**config.mk**
```make
export PLATFORM = sky130hd
export DESIGN_NAME = proc_control_fsm_flat
export DESIGN_NICKNAME = d
export VERILOG_FILES = /design/src/rtl/proc_pkg.sv /design/src/rtl/proc_control_fsm_if.sv /design/src/rtl/proc_ir_decode.sv /design/src/rtl/proc_control_fsm.sv /design/src/flat_wrapper.sv
export SDC_FILE = /design/constraint.sdc
export NUM_CORES = 1
export LEC_CHECK = 0
export BUFFER_PORTS_ARGS = -buffer_cell sky130_fd_sc_hd__buf_2
export CAP_MARGIN = 40
export CORE_UTILIZATION = 45
export DETAILED_ROUTE_END_ITERATION = 8
export PLACE_DENSITY = 0.73
export RECOVER_POWER = 25
export SLEW_MARGIN = 20
export SYNTH_ARGS = -nofsm -noshare
export SYNTH_HDL_FRONTEND = slang
export SYNTH_HIERARCHICAL = 1
export SYNTH_SLANG_ARGS = --single-unit
```
**constraint.sdc**
```tcl
create_clock -name Clock -period 2.2 [get_ports Clock]
set_input_delay 0.44 -clock Clock [delete_from_list [all_inputs] [get_ports Clock]]
set_output_delay 0.44 -clock Clock [all_outputs]
set_load 0.02 [all_outputs]
```
**src/rtl/proc_pkg.sv**
```systemverilog
// Shared types and constants for the multi-cycle control sequencer.
// Optional feature macro: PROC_CTRL_SUB_EN (enables the sub opcode).
package proc_pkg;

    localparam int IR_W  = 9;
    localparam int OP_HI = 8;
    localparam int OP_LO = 6;
    localparam int X_HI  = 5;
    localparam int X_LO  = 3;
    localparam int Y_HI  = 2;
    localparam int Y_LO  = 0;

    localparam logic [2:0] OP_MV  = 3'b000;
    localparam logic [2:0] OP_MVI = 3'b001;
    localparam logic [2:0] OP_ADD = 3'b010;
    localparam logic [2:0] OP_SUB = 3'b011;

    localparam logic [1:0] BUS_REG = 2'b00;
    localparam logic [1:0] BUS_DIN = 2'b01;
    localparam logic [1:0] BUS_G   = 2'b10;

    typedef enum logic [1:0] {
        T0 = 2'd0,
        T1 = 2'd1,
        T2 = 2'd2,
        T3 = 2'd3
    } state_e;

    typedef enum logic [2:0] {
        C_MV  = 3'd0,
        C_MVI = 3'd1,
        C_ADD = 3'd2,
        C_SUB = 3'd3,
        C_ILL = 3'd4
    } op_cls_e;

endpackage

```
**src/rtl/proc_control_fsm_if.sv**
```systemverilog
// Sequencer-side bundle: Run/DIN in, datapath controls and status out.
// master = sequencer, slave = datapath / instruction source.
interface proc_control_fsm_if #(
    parameter int DATA_W = 16,
    parameter int NREG   = 8
);
    logic              Run;
    logic [DATA_W-1:0] DIN;
    logic [2:0]        Sel;
    logic [1:0]        BusSrc;
    logic [NREG-1:0]   RIn;
    logic              AIn;
    logic              GIn;
    logic              AddSub;
    logic              IRIn;
    logic              Done;
    logic [DATA_W-1:0] InstrCount;

    modport master (
        input  Run, DIN,
        output Sel, BusSrc, RIn, AIn, GIn, AddSub, IRIn, Done, InstrCount
    );

    modport slave (
        output Run, DIN,
        input  Sel, BusSrc, RIn, AIn, GIn, AddSub, IRIn, Done, InstrCount
    );
endinterface

```
**src/rtl/proc_ir_decode.sv**
```systemverilog
// Combinational IR decode: opcode class, X one-hot/index, Y index.
// PROC_CTRL_SUB_EN selects whether opcode 011 decodes as sub or illegal.
module proc_ir_decode
    import proc_pkg::*;
#(
    parameter int NREG = 8
) (
    input  logic [IR_W-1:0] ir_i,
    output op_cls_e         cls_o,
    output logic [NREG-1:0] x_oh_o,
    output logic [2:0]      x_o,
    output logic [2:0]      y_o
);

    assign x_o    = ir_i[X_HI:X_LO];
    assign y_o    = ir_i[Y_HI:Y_LO];
    assign x_oh_o = NREG'(1) << x_o;

    always_comb begin
        cls_o = C_ILL;
        unique case (ir_i[OP_HI:OP_LO])
            OP_MV:   cls_o = C_MV;
            OP_MVI:  cls_o = C_MVI;
            OP_ADD:  cls_o = C_ADD;
`ifdef PROC_CTRL_SUB_EN
            OP_SUB:  cls_o = C_SUB;
`endif
            default: cls_o = C_ILL;
        endcase
    end

endmodule

```
**src/rtl/proc_control_fsm.sv**
```systemverilog
// T0..T3 control sequencer driving register mux, bus source and load enables.
// Optional feature macro: PROC_CTRL_SUB_EN (sub opcode, AddSub output).
module proc_control_fsm
    import proc_pkg::*;
#(
    parameter int DATA_W = 16,
    parameter int NREG   = 8
) (
    input  logic                Clock,
    input  logic                Resetn,
    proc_control_fsm_if.master  bus
);

    state_e            state_q, state_d;
    logic [IR_W-1:0]   ir_q, ir_d;
    logic [DATA_W-1:0] cnt_q, cnt_d;

    op_cls_e           cls;
    logic [NREG-1:0]   x_oh;
    logic [2:0]        x_idx;
    logic [2:0]        y_idx;

    logic [2:0]        sel;
    logic [1:0]        bus_src;
    logic [NREG-1:0]   rin;
    logic              ain;
    logic              gin;
    logic              add_sub;
    logic              irin;
    logic              done;
    logic              unused_din;

    proc_ir_decode #(.NREG(NREG)) u_dec (
        .ir_i   (ir_q),
        .cls_o  (cls),
        .x_oh_o (x_oh),
        .x_o    (x_idx),
        .y_o    (y_idx)
    );

    always_ff @(posedge Clock or negedge Resetn) begin
        if (!Resetn) begin
            state_q <= T0;
            ir_q    <= '0;
            cnt_q   <= '0;
        end else begin
            state_q <= state_d;
            ir_q    <= ir_d;
            cnt_q   <= cnt_d;
        end
    end

    always_comb begin
        state_d = state_q;
        ir_d    = ir_q;
        sel     = '0;
        bus_src = BUS_REG;
        rin     = '0;
        ain     = 1'b0;
        gin     = 1'b0;
        add_sub = 1'b0;
        irin    = 1'b0;
        done    = 1'b0;
        unique case (state_q)
            T0: begin
                irin = bus.Run;
                if (bus.Run) begin
                    ir_d    = bus.DIN[IR_W-1:0];
                    state_d = T1;
                end
            end
            T1: begin
                state_d = T0;
                unique case (cls)
                    C_MV: begin
                        sel  = y_idx;
                        rin  = x_oh;
                        done = 1'b1;
                    end
                    C_MVI: begin
                        bus_src = BUS_DIN;
                        rin     = x_oh;
                        done    = 1'b1;
                    end
                    C_ADD, C_SUB: begin
                        sel     = x_idx;
                        ain     = 1'b1;
                        state_d = T2;
                    end
                    default: done = 1'b1;
                endcase
            end
            T2: begin
                state_d = T0;
                if (cls == C_ADD || cls == C_SUB) begin
                    sel     = y_idx;
                    gin     = 1'b1;
`ifdef PROC_CTRL_SUB_EN
                    add_sub = (cls == C_SUB);
`endif
                    state_d = T3;
                end
            end
            T3: begin
                bus_src = BUS_G;
                rin     = x_oh;
                done    = 1'b1;
                state_d = T0;
            end
            default: state_d = T0;
        endcase
    end

    assign cnt_d = done ? cnt_q + DATA_W'(1) : cnt_q;

    // Upper DIN bits belong to the datapath (immediates), not to the IR.
    assign unused_din = ^bus.DIN[DATA_W-1:IR_W];

    assign bus.Sel        = sel;
    assign bus.BusSrc     = bus_src;
    assign bus.RIn        = rin;
    assign bus.AIn        = ain;
    assign bus.GIn        = gin;
    assign bus.AddSub     = add_sub;
    assign bus.IRIn       = irin & Resetn;
    assign bus.Done       = done;
    assign bus.InstrCount = cnt_q;

endmodule
```
**src/flat_wrapper.sv**
```systemverilog
// flat-port wrapper written by rule: the top's interface ports become plain ports
module proc_control_fsm_flat import proc_pkg::*;
#(
    parameter int DATA_W = 16,
    parameter int NREG   = 8
)
  (Clock, Resetn, bus_Run, bus_DIN, bus_Sel, bus_BusSrc, bus_RIn, bus_AIn, bus_GIn, bus_AddSub, bus_IRIn, bus_Done, bus_InstrCount);
  proc_control_fsm_if #(.DATA_W(DATA_W), .NREG(NREG)) bus_i ();
  input  logic Clock;
  input  logic Resetn;
  input wire logic [$bits(bus_i.Run)-1:0] bus_Run;
  input wire logic [$bits(bus_i.DIN)-1:0] bus_DIN;
  output wire logic [$bits(bus_i.Sel)-1:0] bus_Sel;
  output wire logic [$bits(bus_i.BusSrc)-1:0] bus_BusSrc;
  output wire logic [$bits(bus_i.RIn)-1:0] bus_RIn;
  output wire logic [$bits(bus_i.AIn)-1:0] bus_AIn;
  output wire logic [$bits(bus_i.GIn)-1:0] bus_GIn;
  output wire logic [$bits(bus_i.AddSub)-1:0] bus_AddSub;
  output wire logic [$bits(bus_i.IRIn)-1:0] bus_IRIn;
  output wire logic [$bits(bus_i.Done)-1:0] bus_Done;
  output wire logic [$bits(bus_i.InstrCount)-1:0] bus_InstrCount;
  assign bus_i.Run = bus_Run;
  assign bus_i.DIN = bus_DIN;
  assign bus_Sel = bus_i.Sel;
  assign bus_BusSrc = bus_i.BusSrc;
  assign bus_RIn = bus_i.RIn;
  assign bus_AIn = bus_i.AIn;
  assign bus_GIn = bus_i.GIn;
  assign bus_AddSub = bus_i.AddSub;
  assign bus_IRIn = bus_i.IRIn;
  assign bus_Done = bus_i.Done;
  assign bus_InstrCount = bus_i.InstrCount;
  proc_control_fsm #(.DATA_W(DATA_W), .NREG(NREG)) u_core (.Clock(Clock), .Resetn(Resetn), .bus(bus_i));
endmodule
```
==> results.json <==
{
  "hpwlAfterDp_microns": 2420,
  "hold_path_class": "in2reg",
  "multi_input_area_sq_um": 887,
  "core-area_sq_um": 3130,
  "synth_flop_cell": "dfrtp_1",
  "grt_pass1_vias": 1185,
  "critPathKind": "reg2out",
  "die_w_microns": 60.2,
  "final_common_cell": "buf_2",
  "cp.required_ps": 1760,
  "remaining_drc_errors": 0,
  "ant_nets": 0,
  "cts_tree": "yes",
  "initial_core_util": 0.488,
  "cts_made_buffers": 3,
  "setup_tns_ps": -782,
  "cts-root-buf": "clkbuf_4",
  "period_share": 1.09,
  "grt_pass1_wl_microns": 5230,
  "yosysSeqAreaShare": 0.443,
  "mostFrequentLayoutCells": "30 x buf_2, 26 x dfrtp_1, 19 x buf_4",
  "cp_max_fo": 4,
  "worstMarginPinSlew_ps": 1450,
  "grt_usage": 0.199,
  "area_growth_pct": 29.8,
  "power_density_nw_per_um2": 1170,
  "drive_gt1_frac": 0.448,
  "die_y_microns": 60.2,
  "syn_area_per_cell_sq_um": 10.7,
  "drt_first_pass_iters": 4,
  "die-area_sq_um": 3630,
  "place_ws_ps": 23.2,
  "fmax_ghz": 0.418,
  "vdd.ir_drop.worst_v": 0.000877,
  "grt_antenna_before_repair": 0,
  "synthCells": 142,
  "yosys_warnings": 6,
  "p_total_uw": 2310,
  "cp-start-kind": "flop",
  "clk_latency_ps": 320,
  "cts.sink_count": 27,
  "cp.arrival_ps": 1950,
  "setup_viol": 12,
  "fin_area_sq_um": 1980,
  "status": "complete, but fails checks",
  "viasPerCell": 5.17,
  "min_period_ps": 2390,
  "ctsHoldBuffers": 0,
  "regArea_sq_um": 677,
  "leakage_uw": 0.000914,
  "synth_edf_count": 0,
  "drv_slew": 0,
  "route.vias.total": 1220,
  "synth_cell_type_count": 31,
  "syn_area_sq_um": 1530,
  "rsz0062_at_grt": "yes",
  "fillers": 252,
  "drt_iter0_drc": 38,
  "ys_async_sr_fraction": 1.00,
  "postRouteWirelength_microns": 3380,
  "post-synth-top-area-fraction": 0.443,
  "num_io_pins": 53,
  "violations": "setup timing",
  "hold_viol_final": 0,
  "wl_per_cell_microns": 14.3,
  "relSlewSlack": 0.0330,
  "clock_path_buffers": 2,
  "postPlaceCellArea_sq_um": 1770,
  "finClkSkew_ps": 4.05,
  "crit_path_end_kind": "output pin",
  "cts.htree.levels": 1,
  "path_clk_slew_ps": 140,
  "diodes": 0,
  "port_buffers": 44,
  "max_cap_violations": 0,
  "setup_ws_ps": -193,
  "grt-ovfl-total": 0,
  "rows": 20,
  "grt_max_degree": 28,
  "syn-num-nets": 168,
  "yosysTopAreaCell": "dfrtp_1",
  "ys_top_cells_by_area": "dfrtp_1 44%, mux2_2 7.4%, xnor2_1 6.9%, ha_1 5.7%, nor2b_1 5.3%",
  "synth_seq_cells": 27,
  "gp_congestion": 0.789,
  "fin_nets": 219
}
==> routing by layer <==
layer,part of all wire,up-vias,GRT usage,wire [microns]
met5,0,-,0,0
met4,0.0089,0,0.0631,30
met3,0.040,4,0.0238,135
met2,0.51,37,0.361,1730
met1,0.44,588,0.241,1480
li1,-,591,-,-
==> kinds of logic (layout without fill, tap and decap cells) <==
logic type,after synthesis,after routing,synth area share
simple gates,62,62,0.249
flops,27,27,0.443
xor+xnor,15,15,0.0861
compound gates,10,10,0.0468
mux,10,10,0.0738
buf+inv,10,60,0.0418
fa+ha+maj,7,7,0.0574
other cells,1,1,0.00246
==> path summary, 6_finish.rpt <==
check | from | cells after the start | slack [ps] | end
setup / recovery | u_core/ir_q[6] | 6 | -190 | bus_Sel[1]
hold / removal | bus_DIN[4] | 2 | 340 | u_core/ir_q[4]
setup reg to reg | u_core/state_q[1] | 6 | 400 | u_core/bus.InstrCount[9]
hold reg to reg | u_core/bus.InstrCount[15] | 1 | 490 | u_core/bus.InstrCount[15]
max in group asynchronous | Resetn | 2 | 600 | u_core/state_q[0]
min in group asynchronous | Resetn | 2 | 660 | u_core/bus.InstrCount[2]
==> critical path, cell delays in order, from the launching register on <==
cell and delay [ps]:
dfrtp_1 460, nor3b_1 170, or3b_4 400, a21oi_4 190, a22oi_1 120, nor2b_1 140
buf_4 150
==> through the flow <==
step / cells / util / hold slack [ps]
global route: 236 / 0.633 / 336
CTS: 235 / 0.600 / 148
finish: 236 / 0.633 / 344
detailed placement: 226 / 0.566 / 467
floorplan: 142 / - / 144
global placement: 226 / 0.566 / 459
==> state kept, by name, indices dropped and copies added, names as in the netlist <==
name	flops
u_core/bus.InstrCount	16
u_core/ir_q	9
u_core/state_q	2
==> cells in the mapped netlist, types with 2 or more instances <==
cell      n
xor2_1    3
ha_1      7
and2_1    2
dfrtp_1  27
nor2b_1  13
and3b_2   3
nand2_1  11
nor3b_1   6
xnor2_1  12
a22oi_1   3
and3_1    2
nor2_1    4
buf_4     7
a21oi_1   2
inv_1     3
nand3_1   7
mux2_2   10
nand4_1   3
nor3_1    4
nor3b_2   2
==> repair_timing <==
| item | CTS | global route |
|---|---|---|
| endpoints found under the setup margin | 14 | 16 |
| setup buffers | 5 | 2 |
| pin swaps | 4 | 1 |
| gates resized for setup | 12 | 26 |
==> power by group <==
| group | total [uW] | switching (uW) | internal, uW |
|---|---|---|---|
| registers | 871 | 214 | 657 |
| logic | 1220 | 629 | 591 |
| clock network | 215 | 144 | 71.0 |
| total | 2310 | 987 | 1320 |
==> cell type report <==
class | count | share of cell area
repair buffers | 53 | 0.163
well taps | 44 | 0.0278
clock buffers | 4 | 0.0133
inverters | 3 | 0.00569
multi-input cells | 105 | 0.448
flip-flops and latches | 27 | 0.342
(Power assumes the default switching activity.)
